### config.mk
export PLATFORM = sky130hd
export DESIGN_NAME = pipeline_wb
export DESIGN_NICKNAME = d
export VERILOG_FILES = /design/src/rtl/pipeline_wb.sv
export SDC_FILE = /design/constraint.sdc
export NUM_CORES = 1
export LEC_CHECK = 0
export ABC_AREA = 1
export CAP_MARGIN = 20
export CORE_ASPECT_RATIO = 0.8
export CORE_UTILIZATION = 60
export DETAILED_ROUTE_END_ITERATION = 7
export DONT_BUFFER_PORTS = 1
export PLACE_DENSITY = 0.76
export REMOVE_ABC_BUFFERS = 1
export SETUP_SLACK_MARGIN = 0.05
export SYNTH_ARGS = -nofsm -noshare
export SYNTH_HDL_FRONTEND = slang
export SYNTH_SLANG_ARGS = --single-unit
export TNS_END_PERCENT = 5
### constraint.sdc
create_clock -name clk_WB -period 4.6 [get_ports clk_WB]
set_input_delay 1.38 -clock clk_WB [delete_from_list [all_inputs] [get_ports clk_WB]]
set_output_delay 1.38 -clock clk_WB [all_outputs]
set_load 0.02 [all_outputs]
### src/rtl/pipeline_wb.sv
// pipeline_wb: MEM/WB pipeline register, load alignment/extension, write-back mux and retire counter
module pipeline_wb #(
  parameter int CNT_WIDTH = 32
) (
  input  logic                 clk_WB,
  input  logic                 rst_WB,
  input  logic                 stall_WB,
  input  logic                 flush_WB,
  input  logic                 valid_in_WB,
  input  logic                 RegWrite_in_WB,
  input  logic [4:0]           Rd_addr_in_WB,
  input  logic [1:0]           MemtoReg_in_WB,
  input  logic [2:0]           Fun3_in_WB,
  input  logic [31:0]          ALU_out_in_WB,
  input  logic [31:0]          Mem_data_in_WB,
  input  logic [31:0]          PC4_in_WB,
  input  logic [31:0]          Imm_in_WB,
  output logic                 RegWrite_out_WB,
  output logic [4:0]           Rd_addr_out_WB,
  output logic [31:0]          Wt_data_out_WB,
  output logic                 valid_out_WB,
  output logic [CNT_WIDTH-1:0] retired_cnt_WB
);
  typedef struct packed {
    logic        valid;
    logic        rw;
    logic [4:0]  rd;
    logic [1:0]  m2r;
    logic [2:0]  f3;
    logic [31:0] alu;
    logic [31:0] mem;
    logic [31:0] pc4;
    logic [31:0] imm;
  } wb_t;
  wb_t                 wb_d, wb_q;
  logic [CNT_WIDTH-1:0] cnt_d, cnt_q;
  logic                 retire;
  logic [7:0]           b;
  logic [15:0]          h;
  logic [31:0]          ld;
  // next MEM/WB contents: reset and flush load a bubble, stall holds, otherwise capture
  always_comb begin
    wb_d = (rst_WB | flush_WB) ? '0 : stall_WB ? wb_q :
           '{valid_in_WB, RegWrite_in_WB, Rd_addr_in_WB, MemtoReg_in_WB, Fun3_in_WB,
             ALU_out_in_WB, Mem_data_in_WB, PC4_in_WB, Imm_in_WB};
    retire = wb_q.valid & (~stall_WB | flush_WB);
    cnt_d = rst_WB ? '0 : cnt_q + {{(CNT_WIDTH-1){1'b0}}, retire};
  end
  // state registers
  always_ff @(posedge clk_WB) begin
    wb_q  <= wb_d;
    cnt_q <= cnt_d;
  end
  // load extraction and write-back source select from registered fields only
  always_comb begin
    b = wb_q.alu[1:0] == 2'd0 ? wb_q.mem[7:0] : wb_q.alu[1:0] == 2'd1 ? wb_q.mem[15:8] :
        wb_q.alu[1:0] == 2'd2 ? wb_q.mem[23:16] : wb_q.mem[31:24];
    h = wb_q.alu[1] ? wb_q.mem[31:16] : wb_q.mem[15:0];
    ld = wb_q.f3 == 3'b000 ? {{24{b[7]}}, b} : wb_q.f3 == 3'b100 ? {24'b0, b} :
         wb_q.f3 == 3'b001 ? {{16{h[15]}}, h} : wb_q.f3 == 3'b101 ? {16'b0, h} : wb_q.mem;
    Wt_data_out_WB = wb_q.m2r == 2'b00 ? wb_q.alu : wb_q.m2r == 2'b01 ? ld :
                     wb_q.m2r == 2'b10 ? wb_q.pc4 : wb_q.imm;
  end
  assign RegWrite_out_WB = wb_q.rw & wb_q.valid & (wb_q.rd != 5'd0);
  assign Rd_addr_out_WB  = wb_q.rd;
  assign valid_out_WB    = wb_q.valid;
  assign retired_cnt_WB  = cnt_q;
endmodule

==> impl_summary.txt, run 1 <==
----------------------------------------------------
[Outcome]
  Outcome ... completed

[Placement]
  Inst Count DP ... 1411
  Cell area reported after detailed placement ... 0.00854 mm²
  Setup slack after placement ... 1.30 ns
  DP HPWL ... 16.0 mm
  Routability-driven placement congestion ratio ... 0.952
  Number of buffers inserted by port buffering ... 0

[Critical path]
  Count of cells along the worst register-to-register path ... 10
  Type of the worst setup path ... register to primary output
  Worst reg2reg path startpoint ... valid_out_WB
  Dominant cell type by count on the critical path ... nand2_1
  Data required time of the worst path ... 3.22 ns
  Worst path cell trace ... inv_1 -> o21ai_0 -> nand2_1 -> nand2_1 -> nand2_1
  Standard cell with the maximum stage delay on the critical path ... dfxtp_2
  R2R Setup Slk ... 2.23 ns
  Number of buffer and inverter instances along the worst setup path ... 1
  Number of gates on the worst path with buffers counted ... 5
  First element of the critical path ... wb_q[132]
  Critical path endpoint category ... primary output
  Worst setup SP type ... register
  Family with the most delay on the worst path ... flip-flops
  Capturing element of the worst setup path ... Wt_data_out_WB[20]
  Delay contributed by the slowest stage of the critical path ... 0.72 ns
  Critical Path AT ... 2.55 ns
  Capturing point of the worst reg2reg path ... retired_cnt_WB[26]
  CP max FO ... 31

[Drt]
  DRC errors left ... 0
  Pre-antenna DRT Iters ... 5
  Routed WL ... 23.8 mm
  Routed via count ... 8227
  Initial drt markers ... 800
  Number of nets still failing antenna checks after routing ... 0
  Average wire length per cell after detail routing ... 16.5 µm
  Via density per instance ... 5.70

[STA]
  Unrepaired setup endpoints after global routing ... no
  Final worst slack ... 0.666 ns
  Worst slack on hold paths ... 0.453 ns
  Crit path time final ... 3.93 ns
  Clock skew after layout ... 0.00546 ns
  Pin slew with the least headroom to its limit ... 1.04 ns
  Fraction of the cycle the final worst path needs ... 85.5%
  Final Setup Violations ... 0
  Count of pins over their slew limit ... 0
  Highest clock frequency the design can meet ... 254 MHz
  Worst rel slew slack ... 30.4%
  Fin Setup TNS ... 0 ns
  Number of hold violations in the final report ... 0

[Power and ir drop]
  Peak VDD IR ... 0.311 mV
  Switching share of power ... 25.6%
  Proportion of power drawn by flip-flops and latches ... 46.6%
  Cell-internal power ... 2.50 mW
  Net load switching power ... 0.860 mW
  Leakage ... 3.59 nW
  Combinational cell fraction of total power ... 8.2%
  Clock network fraction of total power ... 45.2%
  Pwr per Cell Area ... 367 mW/mm²
  Power after layout ... 3.36 mW

[Floorplanning]
  IO Pins ... 215
  # rows ... 38
  Vertical die dimension ... 109 µm
  Core ar. ... 0.0138 mm²
  Initial standard-cell utilization of the core ... 62.7%
  Die outline width ... 136 µm
  Die area ... 0.0149 mm²

[Cells and area]
  Post-route cell area ... 0.00915 mm²
  Nets@finish ... 1397
  Syn-to-layout area delta ... 5.92%
  Final core utilization ... 66.4%
  Non-filler instance count after layout ... 1443
  Share of post-route cells with drive strength above 1 ... 7.44%
  Most frequent standard cell in the layout excluding fill and tap cells ... nand2_1
  Antenna Diode Count ... 0
  Top library cells by usage in the layout, fill and taps aside ... 515 x nand2_1, 171 x dfxtp_1, 135 x a21oi_1

[Yosys]
  Top flip-flop cell by instance count after synthesis ... dfxtp_1
  Async SR Flop Fraction ... 0%
  Total standard cell area after synthesis ... 0.00864 mm²
  Syn Inst Count ... 1304
  Post-synth top area cell ... dfxtp_1
  Post-synthesis sequential area ratio ... 39.8%
  Number of flops mapped to enable cells by yosys ... 0
  Mean instance size in the synthesized netlist ... 6.63 µm²
  Warnings from Yosys ... 0
  Leading post-synthesis cells by cell area ... dfxtp_1 40%, nand2_1 22%, a21oi_1 7.8%
  Unique masters post-synth ... 39
  Number of synthesized register bits ... 172
  Top cell type's share of synthesized area ... 39.8%

[Global routing]
  Number of antenna violations at the first check in global routing ... 0
  GRT Total Usage ... 32.3%
  Wire length of the first global-routing pass ... 37.1 mm
  Pin count of the biggest net entering global routing ... 170
  Congestion Overflow GR ... 0
  Number of global-route vias before repair ... 7342

[Clock tree]
  Clk Latency, worst-skew pair ... 0.43 ns
  Number of H-tree levels ... 4
  Clock tree from TritonCTS ... built
  CTS Sinks ... 172
  Cell chosen for the clock root ... clkbuf_16
  Number of buffers between clock root and the deepest sink ... 2
  Clock-pin transition on the worst setup and hold timing paths ... 0.07 ns
  PostCTS Resize Cnt ... 0
  Cts hold-fix bufs ... 0
  Number of setup buffers added after CTS ... 0
  Number of buffers created by CTS ... 17

[Job]
  Maximum Capacitance Violations ... 0

[Worst hold path]
  Hold WC Path Type ... register to register

----------------------------------------------------
-- cells in the mapped netlist (3+ instances only) --
cell type,count
buf_4,10
nor2_2,3
o21ai_0,52
nor2_1,102
xnor2_1,4
a21oi_1,135
inv_1,62
nand2_1,516
nand3b_1,9
clkbuf_1,36
ha_1,3
dfxtp_1,172
nand3_2,20
nand3_1,76
inv_2,3
nand2_4,3
buf_2,30
nor2_4,5
o21ai_2,4
a211oi_1,27
nand4_1,3
buf_6,7
-- registers in the layout, indices dropped and copies added (netlist names) --
| name | cells |
|---|---|
| Rd_addr_out_WB | 5 |
| wb_q | 134 |
| retired_cnt_WB | 32 |
| valid_out_WB | 1 |
-- per-layer routing --
layer,vias up,routed length (µm),GRT usage [%]
met5,-,0,0
met4,0,291,10.3
met3,25,2470,8.11
met2,341,10000,47.0
met1,3804,11000,46.5
li1,4057,-,-
-- logic make-up (layout without fill, tap and decap cells) --
family                     count (synthesis)  in the layout  synth area share [%]
buffers and inverters                    153            112                  8.24
AOI/OAI and AO/OA                        225            225                  14.2
and+or+nand+nor                          745            745                  36.7
xor gates and xnor gates                   6              6                 0.608
adders and majority gates                  3              3                 0.434
DFF                                      172            172                  39.8
-- layout make-up --
| class | instances | area (µm²) |
|---|---|---|
| Fill cell | 1305 | 4630 |
| Multi-Input combinational cell | 979 | 4500 |
| Sequential cell | 172 | 3440 |
| Clock buffer | 20 | 457 |
| Inverter | 68 | 267 |
| Tap cell | 180 | 225 |
| Clock inverter | 12 | 161 |
| Timing Repair Buffer | 12 | 103 |
-- power groups by stage --
stage	clock network (mW)	registers, mW	logic [mW]
3_5_place_dp	0	1.60	0.271
2_1_floorplan	0	1.59	0.208
3_3_place_gp	0	1.60	0.266
4_1_cts	1.53	1.57	0.274
6_report	1.52	1.57	0.275
5_1_grt	1.59	1.57	0.308
-- worst register-to-register path, stage by stage, from the launching register on --
cell and delay [ns]:
dfxtp_1 0.50, a21boi_0 0.30, ha_1 0.22, ha_1 0.17, nand2_1 0.10, nor2_1 0.23
nand2_1 0.19, nor2_1 0.31, nand2_1 0.11, nand2_1 0.07, a21oi_1 0.06
-- how the worst min path moves through the flow --
stage	slack (ns)	from	end	cells after the start
4_1_cts	0.45	wb_q[31]	wb_q[31]	2
5_1_grt	0.48	wb_q[7]	wb_q[7]	2
3_3_place_gp	0.44	wb_q[31]	wb_q[31]	2
2_1_floorplan	0.43	wb_q[31]	wb_q[31]	2
3_5_place_dp	0.45	wb_q[31]	wb_q[31]	2
6_report	0.45	wb_q[31]	wb_q[31]	2
Power figures use the tool's default switching activity.
==> inputs of run 2 (changes only) <==
Settings changed: TNS_END_PERCENT 5 to default.
Clock period 4.6 ns to 4.64 ns, I/O delays scaled along.
==> impl_summary.txt, run 2 (synthesis gave the netlist of run 1 again) <==
----------------------------------------------------
[Critical path]
  Capturing point of the worst reg2reg path ... retired_cnt_WB[26]
  Critical path endpoint category ... primary output
  R2R Setup Slk ... 2.27 ns
  Count of cells along the worst register-to-register path ... 9
  Type of the worst setup path ... register to primary output
  Critical Path AT ... 2.45 ns
  Data required time of the worst path ... 3.25 ns
  Worst path cell trace ... inv_1 -> o21ai_0 -> nand2_1 -> nand2_1 -> nand2_1
  CP max FO ... 31
  Worst reg2reg path startpoint ... valid_out_WB
  Dominant cell type by count on the critical path ... nand2_1
  Standard cell with the maximum stage delay on the critical path ... dfxtp_2
  Delay contributed by the slowest stage of the critical path ... 0.73 ns
  Worst setup SP type ... register

[Drt]
  Via density per instance ... 5.66
  Number of nets still failing antenna checks after routing ... 0
  Average wire length per cell after detail routing ... 16.3 µm
  Pre-antenna DRT Iters ... 5
  Wire length on met1 ... 11.1 mm
  Met3 wire length ... 2.49 mm
  Top routing layer in use ... met4
  Routed WL ... 23.6 mm
  Routed via count ... 8168
  DRC errors left ... 0
  Initial drt markers ... 1014
  WL met2 ... 9.69 mm

[Power and ir drop]
  Pwr per Cell Area ... 358 mW/mm²
  Leakage ... 3.57 nW
  Peak VDD IR ... 0.268 mV

[Cells and area]
  Syn-to-layout area delta ... 5.65%
  Most frequent standard cell in the layout excluding fill and tap cells ... nand2_1
  Final core utilization ... 66.2%
  Register bank with the most flops ... wb_q
  Post-route cell area ... 0.00913 mm²
  Fillers ... 1308
  Number of flip-flops in the largest register ... 134
  Nets@finish ... 1397
  Top library cells by usage in the layout, fill and taps aside ... 515 x nand2_1, 171 x dfxtp_1, 135 x a21oi_1
  Antenna Diode Count ... 0
  Share of post-route cells with drive strength above 1 ... 7.44%

[STA]
  Clock skew after layout ... 0.00429 ns
  Fraction of the cycle the final worst path needs ... 82.9%
  Count of pins over their slew limit ... 0
  Crit path time final ... 3.84 ns
  Fin Setup TNS ... 0 ns
  Highest clock frequency the design can meet ... 260 MHz
  Final Setup Violations ... 0
  Number of hold violations in the final report ... 0
  Worst rel slew slack ... 30.0%
  Final worst slack ... 0.795 ns
  Unrepaired setup endpoints after global routing ... no
  Pin slew with the least headroom to its limit ... 1.05 ns

[Clock tree]
  PostCTS Resize Cnt ... 0
  CTS Sinks ... 172
  Number of buffers between clock root and the deepest sink ... 2
  Clock tree from TritonCTS ... built
  Cts hold-fix bufs ... 0
  Number of setup buffers added after CTS ... 0
  Number of H-tree levels ... 4
  Number of buffers created by CTS ... 17
  Clock-pin transition on the worst setup and hold timing paths ... 0.07 ns
  Clk Latency, worst-skew pair ... 0.43 ns
  Cell chosen for the clock root ... clkbuf_16

[Floorplanning]
  Die area ... 0.0149 mm²
  IO Pins ... 215
  Core ar. ... 0.0138 mm²
  Die outline width ... 136 µm
  # rows ... 38
  Initial standard-cell utilization of the core ... 62.7%
  Vertical die dimension ... 109 µm

[Worst hold path]
  Min-Delay Path Depth ... 2
  Hold path startpoint ... wb_q[31]
  WHS Endpoint ... wb_q[31]
  Hold WC Path Type ... register to register

[Placement]
  Cell area reported after detailed placement ... 0.00854 mm²
  Number of buffers inserted by port buffering ... 0
  DP HPWL ... 15.8 mm
  Setup slack after placement ... 1.27 ns
  Routability-driven placement congestion ratio ... 0.952

[Job]
  Maximum Capacitance Violations ... 0

[Global routing]
  Number of global-route vias before repair ... 7266
  Congestion Overflow GR ... 0
  Wire length of the first global-routing pass ... 36.6 mm
  Number of antenna violations at the first check in global routing ... 0
  Pin count of the biggest net entering global routing ... 170
  GRT Total Usage ... 31.7%

[Outcome]
  Outcome ... completed

----------------------------------------------------
## run 2: changes by cell type in the layout (fill, tap and decap cells not counted), sizes merged
cell | previous run | this run
bufinv | 3 | 2
clkinv | 5 | 4
clkinvlp | 2 | 5
inv | 70 | 69
## run 2: per-layer routing
layer	GRT usage (%)	vias up
li1	-	4073
met1	45.6	3703
met5	0	-
met2	45.8	368
met3	8.71	24
met4	9.37	0
## run 2: worst max-delay path, delay by kind of cell, from the launching register on
family	cells	cell delay [ns]
buffers and inverters	1	0.62
AOI/OAI and AO/OA	1	0.36
and+or+nand+nor	3	0.30
DFF	1	0.73
## run 2: cell type report
class	instances	area [µm²]	area share, %
clock buffer	20	457	5.00
sequential	172	3440	37.7
timing repair buffer	12	103	1.12
clock inverter	12	138	1.51
inverter	68	267	2.92
tap	180	225	2.47
multi-input combinational	979	4500	49.3
## run 2: worst max-delay path by stage
stage,slack [ns],end,startpoint,cells after the start
floorplan,0.66,wb_q[129],rst_WB,3
global placement,1.31,Wt_data_out_WB[24],wb_q[97],9
detailed placement,1.27,Wt_data_out_WB[15],wb_q[132],5
CTS,0.80,Wt_data_out_WB[15],wb_q[132],5
global route,0.58,Wt_data_out_WB[2],wb_q[132],5
finish,0.80,Wt_data_out_WB[10],wb_q[132],5
## run 2: power by group
part	total, mW	internal (mW)	switching (mW)
clock	1.45	0.826	0.620
combinational	0.272	0.0804	0.191
sequential	1.55	1.52	0.0370
total	3.27	2.42	0.848
## run 2: stage by stage
| stage | std cells | total power, mW | hold WS, ns |
|---|---|---|---|
| final | 1443 | 3.27 | 0.455 |
| after global routing | 1443 | 3.38 | 0.475 |
| after global placement | 1411 | 1.85 | 0.439 |
| after floorplan | 1219 | 1.78 | 0.433 |
| after CTS | 1443 | 3.28 | 0.454 |
| after detailed placement | 1411 | 1.86 | 0.445 |
==> inputs of run 3 (changes only) <==
Settings changed: CORE_UTILIZATION 60 to 58.
Clock period 4.64 ns to 3.26 ns, I/O delays scaled along.
==> impl_summary.txt, run 3 (synthesis gave the netlist of run 1 again) <==
----------------------------------------------------
[Critical path]
  Type of the worst setup path ... register to primary output
  Data required time of the worst path ... 2.28 ns
  Worst path cell trace ... buf_4 -> nor2_8 -> inv_4 -> buf_4 -> nand3_1 -> nand3_1 -> nand2_1 -> nand2_1
  CP max FO ... 26
  Capturing point of the worst reg2reg path ... retired_cnt_WB[26]
  Delay contributed by the slowest stage of the critical path ... 0.42 ns
  R2R Setup Slk ... 1.02 ns
  Standard cell with the maximum stage delay on the critical path ... dfxtp_1
  Worst reg2reg path startpoint ... valid_out_WB
  Worst setup SP type ... register
  Count of cells along the worst register-to-register path ... 9
  Critical path endpoint category ... primary output
  Critical Path AT ... 2.06 ns

[Drt]
  Wire length on met1 ... 11.1 mm
  Met3 wire length ... 2.23 mm
  Routed via count ... 8229
  Via density per instance ... 5.65
  Routed WL ... 23.6 mm
  Average wire length per cell after detail routing ... 16.2 µm
  WL met2 ... 9.97 mm
  Top routing layer in use ... met4
  DRC errors left ... 22
  Pre-antenna DRT Iters ... 8
  Initial drt markers ... 853
  Number of nets still failing antenna checks after routing ... 0

[STA]
  Crit path time final ... 3.03 ns
  Pin slew with the least headroom to its limit ... 0.602 ns
  Final Setup Violations ... 0
  Fraction of the cycle the final worst path needs ... 93.0%
  Final worst slack ... 0.227 ns
  Fin Setup TNS ... 0 ns
  Number of hold violations in the final report ... 0
  Worst rel slew slack ... 59.9%
  Unrepaired setup endpoints after global routing ... no
  Highest clock frequency the design can meet ... 330 MHz
  Count of pins over their slew limit ... 0
  Clock skew after layout ... 0.0120 ns

[Power and ir drop]
  Power after layout ... 4.55 mW
  Peak VDD IR ... 0.374 mV
  Leakage ... 3.61 nW
  Pwr per Cell Area ... 494 mW/mm²

[Cells and area]
  Syn-to-layout area delta ... 6.66%
  Fillers ... 1383
  Post-route cell area ... 0.00922 mm²
  Share of post-route cells with drive strength above 1 ... 8.49%
  Final core utilization ... 64.0%
  Most frequent standard cell in the layout excluding fill and tap cells ... nand2_1
  Register bank with the most flops ... wb_q
  Antenna Diode Count ... 0
  Nets@finish ... 1406
  Number of flip-flops in the largest register ... 134
  Top library cells by usage in the layout, fill and taps aside ... 515 x nand2_1, 168 x dfxtp_1, 135 x a21oi_1

[Floorplanning]
  Core ar. ... 0.0144 mm²
  Die area ... 0.0154 mm²
  Vertical die dimension ... 111 µm
  Initial standard-cell utilization of the core ... 60.0%
  Die outline width ... 138 µm
  # rows ... 39
  IO Pins ... 215

[Outcome]
  Failing checks ... design-rule violations
  Outcome ... complete, but fails checks

[Clock tree]
  CTS Sinks ... 172
  Cell chosen for the clock root ... clkbuf_16
  Clock tree from TritonCTS ... built
  Number of H-tree levels ... 4
  Cts hold-fix bufs ... 0
  Clock-pin transition on the worst setup and hold timing paths ... 0.06 ns
  Number of buffers created by CTS ... 17
  Clk Latency, worst-skew pair ... 0.43 ns
  Number of buffers between clock root and the deepest sink ... 2

[Worst hold path]
  Hold path startpoint ... wb_q[31]
  WHS Endpoint ... wb_q[31]
  Min-Delay Path Depth ... 2
  Hold WC Path Type ... register to register

[Global routing]
  Number of global-route vias before repair ... 7468
  Wire length of the first global-routing pass ... 37.9 mm
  Congestion Overflow GR ... 0
  Number of antenna violations at the first check in global routing ... 0
  Pin count of the biggest net entering global routing ... 170
  GRT Total Usage ... 30.9%

[Placement]
  Setup slack after placement ... 0.530 ns
  DP HPWL ... 15.7 mm
  Cell area reported after detailed placement ... 0.00859 mm²
  Routability-driven placement congestion ratio ... 0.933
  Number of buffers inserted by port buffering ... 0

[Job]
  Maximum Capacitance Violations ... 0

----------------------------------------------------
run 3: cell types whose count changed in the layout (fill, tap and decap cells not counted):
| cell | change |
|---|---|
| clkinv_2 | +1 |
| dfxtp_1 | -3 |
| clkbuf_1 | -1 |
| buf_4 | +5 |
| clkbuf_8 | +2 |
| inv_1 | -1 |
| inv_6 | +1 |
| buf_12 | +3 |
| bufinv_16 | -2 |
| dfxtp_2 | +3 |
| clkinvlp_4 | +1 |
run 3: area by class of cell:
cell class | count | area [µm²] | area share, %
Clock inverter | 11 | 83.8 | 0.909
Multi-Input combinational cell | 979 | 4500 | 48.8
Clock buffer | 21 | 480 | 5.21
Inverter | 68 | 270 | 2.93
Timing Repair inverter | 1 | 7.51 | 0.0814
Tap cell | 184 | 230 | 2.50
Sequential cell | 172 | 3450 | 37.4
Timing Repair Buffer | 20 | 200 | 2.17
run 3: worst max path at each step:
stage / from / cells past startpoint / slack (ns) / end
after CTS: wb_q[96] / 8 / 0.05 / Wt_data_out_WB[24]
after floorplan: rst_WB / 3 / -0.30 / wb_q[129]
final: wb_q[128] / 8 / 0.23 / Wt_data_out_WB[24]
after global placement: wb_q[96] / 8 / 0.52 / Wt_data_out_WB[9]
after detailed placement: wb_q[96] / 8 / 0.53 / Wt_data_out_WB[9]
after global routing: wb_q[96] / 8 / 0.11 / Wt_data_out_WB[13]
run 3: timing repair:
action	CTS	global route
resized for setup	0	5
setup buffers	0	5
setup endpoints to repair	0	31
run 3: worst max-delay path, delay by kind of cell, from the launching register on:
kind	cells	cell delay (ns)
buf+inv	3	0.61
flops	1	0.42
simple gates	5	0.59
run 3: where the power goes:
group / switching, mW / internal, mW / total, mW
Clock: 0.876 / 1.06 / 1.94
Combinational: 0.281 / 0.123 / 0.404
Sequential: 0.0487 / 2.16 / 2.21
run 3: stage by stage:
stage               instances  hold slack (ns)
finish                   1456            0.461
global route             1456            0.472
global placement         1418            0.443
floorplan                1219            0.433
CTS                      1450            0.461
detailed placement       1418            0.451
run 3: routing by layer:
metal | up-vias | GRT usage, %
li1 | 4091 | -
met1 | 3765 | 43.7
met2 | 340 | 45.7
met3 | 33 | 8.08
met4 | 0 | 9.81
met5 | - | 0
